File: src/rtl/ps2_keymap_scanner.sv
// PS/2 keyboard frame receiver with glitch filtering, error detection and a
// programmable key table (E0 extended codes) driving held-key levels and events.
module ps2_keymap_scanner #(
   parameter int unsigned             NUM_KEYS    = 4,
   parameter logic [9*NUM_KEYS-1:0]   KEY_CODES   = {9'h02D, 9'h01C, 9'h023, 9'h01D},
   parameter int unsigned             FILTER_LEN  = 8,
   parameter int unsigned             TIMEOUT_CYC = 200000,
   localparam int unsigned            IDXW        = (NUM_KEYS > 1) ? $clog2(NUM_KEYS) : 1
) (
   input  logic                clk,
   input  logic                rst_n,
   input  logic                ps2_clk,
   input  logic                ps2_data,
   output logic [NUM_KEYS-1:0] keys,
   output logic                key_event,
   output logic [IDXW-1:0]     key_event_idx,
   output logic                key_event_make,
   output logic                scan_valid,
   output logic [7:0]          scan_code,
   output logic                frame_err
);

   localparam int unsigned TCW = $clog2(TIMEOUT_CYC + 1);

   typedef enum logic [1:0] {S_IDLE, S_DATA, S_PARITY, S_STOP} state_t;

   state_t                r_state, w_state_nxt;
   logic [1:0]            r_clk_sync, r_dat_sync;
   logic [FILTER_LEN-1:0] r_clk_sh, r_dat_sh;
   logic                  r_fc, r_fd, r_fc_prev;
   logic [2:0]            r_bitcnt;
   logic [7:0]            r_shift;
   logic                  r_par;
   logic [TCW-1:0]        r_tcnt;
   logic                  r_ext, r_brk;
   logic [NUM_KEYS-1:0]   r_keys;
   logic                  r_key_event, r_key_make, r_scan_valid, r_frame_err;
   logic [IDXW-1:0]       r_key_idx;
   logic [7:0]            r_scan_code;

   logic                  w_fall, w_timeout;
   logic                  w_start, w_shift_en, w_par_en, w_frame_ok, w_frame_bad;
   logic                  w_hit;
   logic [IDXW-1:0]       w_hit_idx;

   // Synchronise then require FILTER_LEN agreeing samples before the filtered level moves
   always_ff @(posedge clk or negedge rst_n) begin
      if (!rst_n) begin
         r_clk_sync <= 2'b11;
         r_dat_sync <= 2'b11;
         r_clk_sh   <= '1;
         r_dat_sh   <= '1;
         r_fc       <= 1'b1;
         r_fd       <= 1'b1;
         r_fc_prev  <= 1'b1;
      end else begin
         r_clk_sync <= {r_clk_sync[0], ps2_clk};
         r_dat_sync <= {r_dat_sync[0], ps2_data};
         r_clk_sh   <= {r_clk_sh[FILTER_LEN-2:0], r_clk_sync[1]};
         r_dat_sh   <= {r_dat_sh[FILTER_LEN-2:0], r_dat_sync[1]};
         if (&r_clk_sh)       r_fc <= 1'b1;
         else if (~|r_clk_sh) r_fc <= 1'b0;
         if (&r_dat_sh)       r_fd <= 1'b1;
         else if (~|r_dat_sh) r_fd <= 1'b0;
         r_fc_prev  <= r_fc;
      end
   end

   assign w_fall    = r_fc_prev & ~r_fc;
   assign w_timeout = (r_state != S_IDLE) && !w_fall && (r_tcnt == TCW'(TIMEOUT_CYC - 1));

   always_ff @(posedge clk or negedge rst_n) begin
      if (!rst_n) r_state <= S_IDLE;
      else        r_state <= w_state_nxt;
   end

   always_comb begin
      w_state_nxt = r_state;
      case (r_state)
         S_IDLE:   if (w_fall && !r_fd)                 w_state_nxt = S_DATA;
         S_DATA:   if (w_fall && (r_bitcnt == 3'd7))    w_state_nxt = S_PARITY;
         S_PARITY: if (w_fall)                          w_state_nxt = S_STOP;
         S_STOP:   if (w_fall)                          w_state_nxt = S_IDLE;
         default:                                       w_state_nxt = S_IDLE;
      endcase
      if (w_timeout) w_state_nxt = S_IDLE;
   end

   always_comb begin
      w_start     = 1'b0;
      w_shift_en  = 1'b0;
      w_par_en    = 1'b0;
      w_frame_ok  = 1'b0;
      w_frame_bad = w_timeout;
      case (r_state)
         S_IDLE:   w_start    = w_fall && !r_fd;
         S_DATA:   w_shift_en = w_fall;
         S_PARITY: w_par_en   = w_fall;
         S_STOP: begin
            // Odd parity: data bits and parity bit together hold an odd count of ones
            w_frame_ok  = w_fall && r_fd && (^{r_par, r_shift});
            w_frame_bad = w_timeout || (w_fall && !(r_fd && (^{r_par, r_shift})));
         end
         default: ;
      endcase
   end

   always_ff @(posedge clk or negedge rst_n) begin
      if (!rst_n) begin
         r_bitcnt     <= '0;
         r_shift      <= '0;
         r_par        <= 1'b0;
         r_tcnt       <= '0;
         r_scan_valid <= 1'b0;
         r_scan_code  <= '0;
         r_frame_err  <= 1'b0;
      end else begin
         if (w_fall || r_state == S_IDLE) r_tcnt <= '0;
         else                             r_tcnt <= r_tcnt + TCW'(1);
         if (w_start)         r_bitcnt <= '0;
         else if (w_shift_en) r_bitcnt <= r_bitcnt + 3'd1;
         if (w_shift_en) r_shift <= {r_fd, r_shift[7:1]};
         if (w_par_en)   r_par   <= r_fd;
         r_scan_valid <= w_frame_ok;
         r_frame_err  <= w_frame_bad;
         if (w_frame_ok) r_scan_code <= r_shift;
      end
   end

   // Lowest matching table index wins
   always_comb begin
      w_hit     = 1'b0;
      w_hit_idx = '0;
      for (int i = int'(NUM_KEYS) - 1; i >= 0; i--) begin
         if (KEY_CODES[9*i +: 9] == {r_ext, r_scan_code}) begin
            w_hit     = 1'b1;
            w_hit_idx = IDXW'(i);
         end
      end
   end

   always_ff @(posedge clk or negedge rst_n) begin
      if (!rst_n) begin
         r_ext       <= 1'b0;
         r_brk       <= 1'b0;
         r_keys      <= '0;
         r_key_event <= 1'b0;
         r_key_idx   <= '0;
         r_key_make  <= 1'b0;
      end else begin
         r_key_event <= 1'b0;
         if (r_frame_err) begin
            r_ext <= 1'b0;
            r_brk <= 1'b0;
         end else if (r_scan_valid) begin
            if (r_scan_code == 8'hE0) begin
               r_ext <= 1'b1;
            end else if (r_scan_code == 8'hF0) begin
               r_brk <= 1'b1;
            end else begin
               r_ext <= 1'b0;
               r_brk <= 1'b0;
               // Typematic repeats of an already-held key produce no event
               if (w_hit && (r_keys[w_hit_idx] != ~r_brk)) begin
                  r_keys[w_hit_idx] <= ~r_brk;
                  r_key_event       <= 1'b1;
                  r_key_idx         <= w_hit_idx;
                  r_key_make        <= ~r_brk;
               end
            end
         end
      end
   end

   assign keys           = r_keys;
   assign key_event      = r_key_event;
   assign key_event_idx  = r_key_idx;
   assign key_event_make = r_key_make;
   assign scan_valid     = r_scan_valid;
   assign scan_code      = r_scan_code;
   assign frame_err      = r_frame_err;

endmodule

File: config.mk
export PLATFORM = sky130hd
export DESIGN_NAME = ps2_keymap_scanner
export DESIGN_NICKNAME = d
export VERILOG_FILES = /design/src/rtl/ps2_keymap_scanner.sv
export SDC_FILE = /design/constraint.sdc
export NUM_CORES = 1
export LEC_CHECK = 0
export CAP_MARGIN = 15
export CORE_MARGIN = 3
export CORE_UTILIZATION = 44
export DETAILED_ROUTE_END_ITERATION = 8
export HOLD_SLACK_MARGIN = 0.12
export PLACE_DENSITY = 0.61
export SYNTH_ARGS = -nofsm -noshare
export SYNTH_HDL_FRONTEND = slang
export SYNTH_SLANG_ARGS = --single-unit
export TNS_END_PERCENT = 10
File: constraint.sdc
create_clock -name clk -period 3.8 [get_ports clk]
set_input_delay 0.76 -clock clk [delete_from_list [all_inputs] [get_ports clk]]
set_output_delay 0.76 -clock clk [all_outputs]
set_load 0.03 [all_outputs]
# After elaboration in Yosys (flattened, before gate mapping)
# Cells that the tools add are included.
dict set report op_classes {
  add_sub_neg 2
  multipliers 0
  n_div 0
  magnitude_cmp 2
  n_eq_ne 20
  n_shift 0
  mux 44
  bitwise_logic 6
  n_reduce_logical 28
}
# op count
set op_table {}
lappend op_table {{$mux W1} 28}
lappend op_table {{$add A18 B1 Y18 const B} 1}
lappend op_table {{$eq A18 B18 Y1 const B} 1}
lappend op_table {{$eq A5 B9 Y1 const A} 2}
lappend op_table {{$eq A6 B9 Y1 const A} 2}
lappend op_table {{$mux W18} 1}
lappend op_table {{$mux W2} 9}
lappend op_table {{$eq A8 B8 Y1 const B} 2}
lappend op_table {{$reduce_and A8 Y1} 2}
lappend op_table {{$reduce_or A8 Y1} 2}
lappend op_table {{$ne A3 B3 Y1 const B} 5}
lappend op_table {{$logic_and A1 B1 Y1} 10}
lappend op_table {{$reduce_xor A9 Y1} 1}
lappend op_table {{$pmux W2 S4} 1}
lappend op_table {{$mux W3} 2}
lappend op_table {{$ne A2 B2 Y1 const B} 3}
lappend op_table {{$reduce_bool A2 Y1} 3}
lappend op_table {{$not A1 Y1} 5}
lappend op_table {{$reduce_and A5 Y1} 1}
lappend op_table {{$bwmux W4} 1}
lappend op_table {{$eq A2 B2 Y1 const B} 2}
lappend op_table {{$reduce_and A2 Y1} 2}
lappend op_table {{$reduce_and A4 Y1} 1}
lappend op_table {{$add A3 B1 Y3 const B} 1}
lappend op_table {{11 further kinds} 14}
dict set report totals {
  reg_bits 75
  latch_bits 0
  ramBits 0
  mem_bits_ro 0
  memories 0
}

# Logic depth before layout (Yosys ltp)
dict set report depth {
  ltp_word 14
  ltp_mapped 7
  depth_no_buf 7
}

# Worst setup path before layout
# No wires, ideal clock.
dict set report synth_timing {
  path_type {reg2reg}
  start {register r_scan_code[3], in the netlist scan_code[3]}
  end {register r_key_idx[0], in the netlist key_event_idx[0]}
  arrival_ns 2.287
  required_ns 3.672
  setup_slack_ns 1.385
  stages_incl_launch_ff 6
  synth_period_minus_slack_ns 2.415
  cell_sequence {dfrtp_1 -> or3b_1 -> a211o_1 -> a311oi_4 -> mux2i_1 -> mux2_1}
}
dict set report synth_between {
  elab_chain_len 10
}
# element line
set synth_lines {}
lappend synth_lines {{start: declaration} 39} ;# logic [7:0] r_scan_code;
lappend synth_lines {{start signal: assignment} 126} ;# if (w_frame_ok) r_scan_code <= r_shift;
lappend synth_lines {{$eq A6 B9 Y1} 135} ;# if (KEY_CODES[9*i +: 9] == {r_ext, r_scan_code}) begin
lappend synth_lines {{$mux W2 (4 in a row)} 135}
lappend synth_lines {{$bmux W1 S2} 164} ;# if (w_hit && (r_keys[w_hit_idx] != ~r_brk)) begin
lappend synth_lines {{$mux W1 (not written as such)} 164}
lappend synth_lines {{$ne A1 B1 Y1} 164}
lappend synth_lines {{$logic_and A1 B1 Y1} 164}
lappend synth_lines {{$reduce_and A5 Y1 (no source line)} -}
lappend synth_lines {{end signal: assignment} 167} ;# r_key_idx <= w_hit_idx;
lappend synth_lines {{end: declaration} 38} ;# logic [IDXW-1:0] r_key_idx;
# Parallel ways exist; a longest one is shown, timed or not. The select of a mux whose other input is x is not followed.
# A chain may end at the register's enable or synchronous reset.

# Worst setup path in the final report
# Ends and elaborated chain as after synthesis.

==> impl_results.md <==
- Status: complete, no violations
- Worst path required time: approximately 4000 ps
- Fraction of layout instances using a drive strength above 1: 0.192
- Setup TNS Final: 0 ps
- Fillers: 624
- Final Cycle Share: 0.639
- Delay-heaviest family, CP: compound AO/OA/AOI/OAI gates
- Worst VDD drop: around 0.29 mV
- Static Leakage: 1.68 nW
- Crit start category: flop
- Slew Limit Headroom: 0.406
- Hold buffers post-CTS: 0
- Post-synthesis mux area share: 0.0732
- Post-placement worst setup slack: ~1400 ps
- DR vias/cell: between 5 and 6
- Max Cap Violations: 0
- Layout Skew: about 15 ps
- Switching Share: 0.263
- Fin. Hold Viols: 0
- Yosys warning total: 0
- GPL Wtd Cong: approximately 0.75
- Die height: ~93 um
- GR Layer Usage met1: 0.189
- # diodes: 0
- CP max-delay cell: dfrtp_1
- DRC viols: 0
- Gr busiest metal: met2
- Tot GR Track Use: 0.144
- Final Max Slew Viols: 0
- Synthesized flop and latch total: 75
- Number of nets in the layout: 318
- Clock Path Buffers: 2
- Syn Inst Count: around 280
- CTS H-tree lvls: 3
- Fmax: 0.412 GHz
- Clk pwr share: 0.359
- Commonest non-fill, non-tap cell in the layout: dfrtp_1
- Routed vias: roughly 2200
- Int Pwr: between 1 and 1.5 mW
- Post-Synth Adder-Cell Area: 0.0265
- Ys async rst share: 1.00
- RSZ-0062 raised after global routing: false
- Post-layout min period: 2430 ps
- Final HPWL DP: a little under 4000 um
- First-pass GRT wire length: 9770 um
- Initial antenna violation count: 0
- Detailed Route Iter0 Violations: 66
- Met3 Resource Use GR: 0.0317
- # setup viols final: 0
- Switch Pwr: roughly 480 uW
- Hold WS: 357 ps
- Initial DRT Pass Iterations: 4
- PwrDens: roughly 480 nW/um2
- CTS root buf: clkbuf_8
- Synth unique cells: between 40 and 50
- PortBufs: 21
- CP max stage delay: 450 ps
- Worst Path Arrival: between 2000 and 3000 ps
- CP Class: flop to flop
- Simple-gate share of the synthesized area: 0.163
- Logic pwr share: 0.144
- Largest net degree at the start of global routing: 76
- Post-DRT Antenna Nets: 0
- GR Util met2: 0.221
- Number of global-route vias before repair: 2131
- EDFF count, synth: 0
- Post-synth top flop: dfrtp_1
- Most frequent cells in the layout: 52 x dfrtp_1, 24 x nor2_1, 23 x dfstp_2, 20 x o21ai_0, 20 x clkdlybuf4s50_1
- Grt ovf: 0
- CTS buffer count: 9
- XOR/XNOR Fraction of Synth Area: 0.0572
- Setup ws final: about 1400 ps
- Post-route insts no fill: 408
- Placed Area: 3620 um2
- CP Cell Sequence: or3b_1, a211o_1, a311oi_4, mux2i_1, mux2_1
- Worst-Margin Slew: 892 ps
- Post-Syn Area: ~3300 um2
- Critical Path End Type: flop
- Main combinational cell family by area after synthesis: simple AND/OR/NAND/NOR gates
- Complex-gate fraction of the synthesized area: 0.0868
- Hold crit path type: flop to flop
- Sequential power share: 0.496
- CORE AREA: about 7000 um2
- Post-synthesis sequential area ratio: 0.577
- # IOs: 22
- DP Cell Count: about 390
- CTS tree: yes
- Crit path buffers/inverters: 0
- Post-synthesis net count: approximately 290
- Layout area overhead: 16.5%
- Final Cell Area: between 3000 and 4000 um2
- Num rows: 30
- DR WL/cell: about 14 um
- Clk slew on worst S/H paths: about 90 ps
- Clk_lat worst skew: roughly 350 ps
- Sink Count: 75
- Initial Utilization: 0.470
- CP Max Fanout: 8
- Post_cts resized: 0
- Routed WL: approximately 5700 um
- Setup repair bufs after CTS: 0
- Synth Area per Inst: roughly 12 um2
- Full die area: roughly 8600 um2
- Die X: between 90 and 100 um
[worst paths after layout]
| kind | end | slack (ps) | cells after the start | from |
|---|---|---|---|---|
| hold reg to reg | r_dat_sh[0] | 360 | 0 | r_dat_sync[1] |
| setup reg to reg | key_event_idx[0] | 1370 | 5 | scan_code[3] |
| max in group asynchronous | r_tcnt[11] | 2680 | 1 | rst_n |
| min in group asynchronous | key_event | 540 | 1 | rst_n |
| setup / recovery | key_event_idx[0] | 1370 | 5 | scan_code[3] |
| hold / removal | r_dat_sh[0] | 360 | 0 | r_dat_sync[1] |
[power by group through the flow]
stage          Sequential [mW]  Clock (mW)  Combinational [mW]
3_3_place_gp             0.922           0               0.261
2_1_floorplan            0.914           0               0.211
4_1_cts                  0.912       0.683               0.270
5_1_grt                  0.922       0.716               0.305
3_5_place_dp             0.926           0               0.267
6_report                 0.912       0.660               0.265
[synthesized netlist by cell type, types with 3 or more instances]
| cell type | n | share of area |
|---|---|---|
| xor2_1 | 8 | 0.021 |
| dfstp_2 | 23 | 0.18 |
| ha_1 | 7 | 0.027 |
| inv_1 | 11 | 0.013 |
| mux2_2 | 16 | 0.055 |
| nand3b_1 | 3 | 0.0068 |
| mux2i_1 | 5 | 0.015 |
| o21ai_0 | 20 | 0.030 |
| dfrtp_1 | 52 | 0.39 |
| nor2_1 | 24 | 0.027 |
| or3_1 | 5 | 0.0095 |
| o211ai_1 | 4 | 0.0091 |
| nand2b_1 | 3 | 0.0057 |
| a21oi_1 | 10 | 0.015 |
| nand2_1 | 17 | 0.019 |
| and4_1 | 4 | 0.011 |
| or4_1 | 4 | 0.0091 |
| o31ai_1 | 3 | 0.0068 |
| nand4_1 | 7 | 0.013 |
| nand3_1 | 9 | 0.014 |
| xnor2_1 | 11 | 0.029 |
[worst reg2reg max path: cells and delay by family (launching register included)]
family / cells / cell delay (ps)
DFF: 1 / 450
AOI/OAI and AO/OA: 2 / 760
and+or+nand+nor: 1 / 440
muxes: 2 / 680
[cells by family (layout without fill, tap and decap cells)]
logic type                 after synthesis  after routing
adders and majority gates                7              7
muxes                                   22             22
buffers and inverters                   14             48
xor gates and xnor gates                20             20
AOI/OAI and AO/OA                       45             45
DFF                                     75             75
and+or+nand+nor                         95             95
[routing by layer]
metal / vias up / share of wire
li1: 1049 / -
met1: 1062 / 0.48
met2: 33 / 0.47
met3: 10 / 0.032
met4: 0 / 0.022
met5: - / 0
[area by class of cell]
| class | instances | area (um2) | area share |
|---|---|---|---|
| multi-input combinational | 189 | 1340 | 0.349 |
| inverter | 11 | 41.3 | 0.0107 |
| timing repair buffer | 21 | 208 | 0.0540 |
| clock inverter | 1 | 8.76 | 0.00228 |
| tap | 96 | 120 | 0.0312 |
| sequential | 75 | 1910 | 0.495 |
| clock buffer | 15 | 220 | 0.0573 |
[through the flow]
| step | util | total power [mW] |
|---|---|---|
| after detailed placement | 0.515 | 1.19 |
| after CTS | 0.548 | 1.86 |
| after global placement | 0.515 | 1.18 |
| after global routing | 0.548 | 1.94 |
| after floorplan | - | 1.12 |
| final | 0.548 | 1.84 |
[state kept, by name, summed over array words and instances (netlist names), 2 cells and up]
name           flops
r_shift            8
r_dat_sync         2
r_dat_sh           8
r_tcnt            18
key_event_idx      2
scan_code          8
r_clk_sync         2
keys               4
r_state            2
r_bitcnt           3
r_clk_sh           8
No activity file was read; power rests on OpenSTA's default activity.
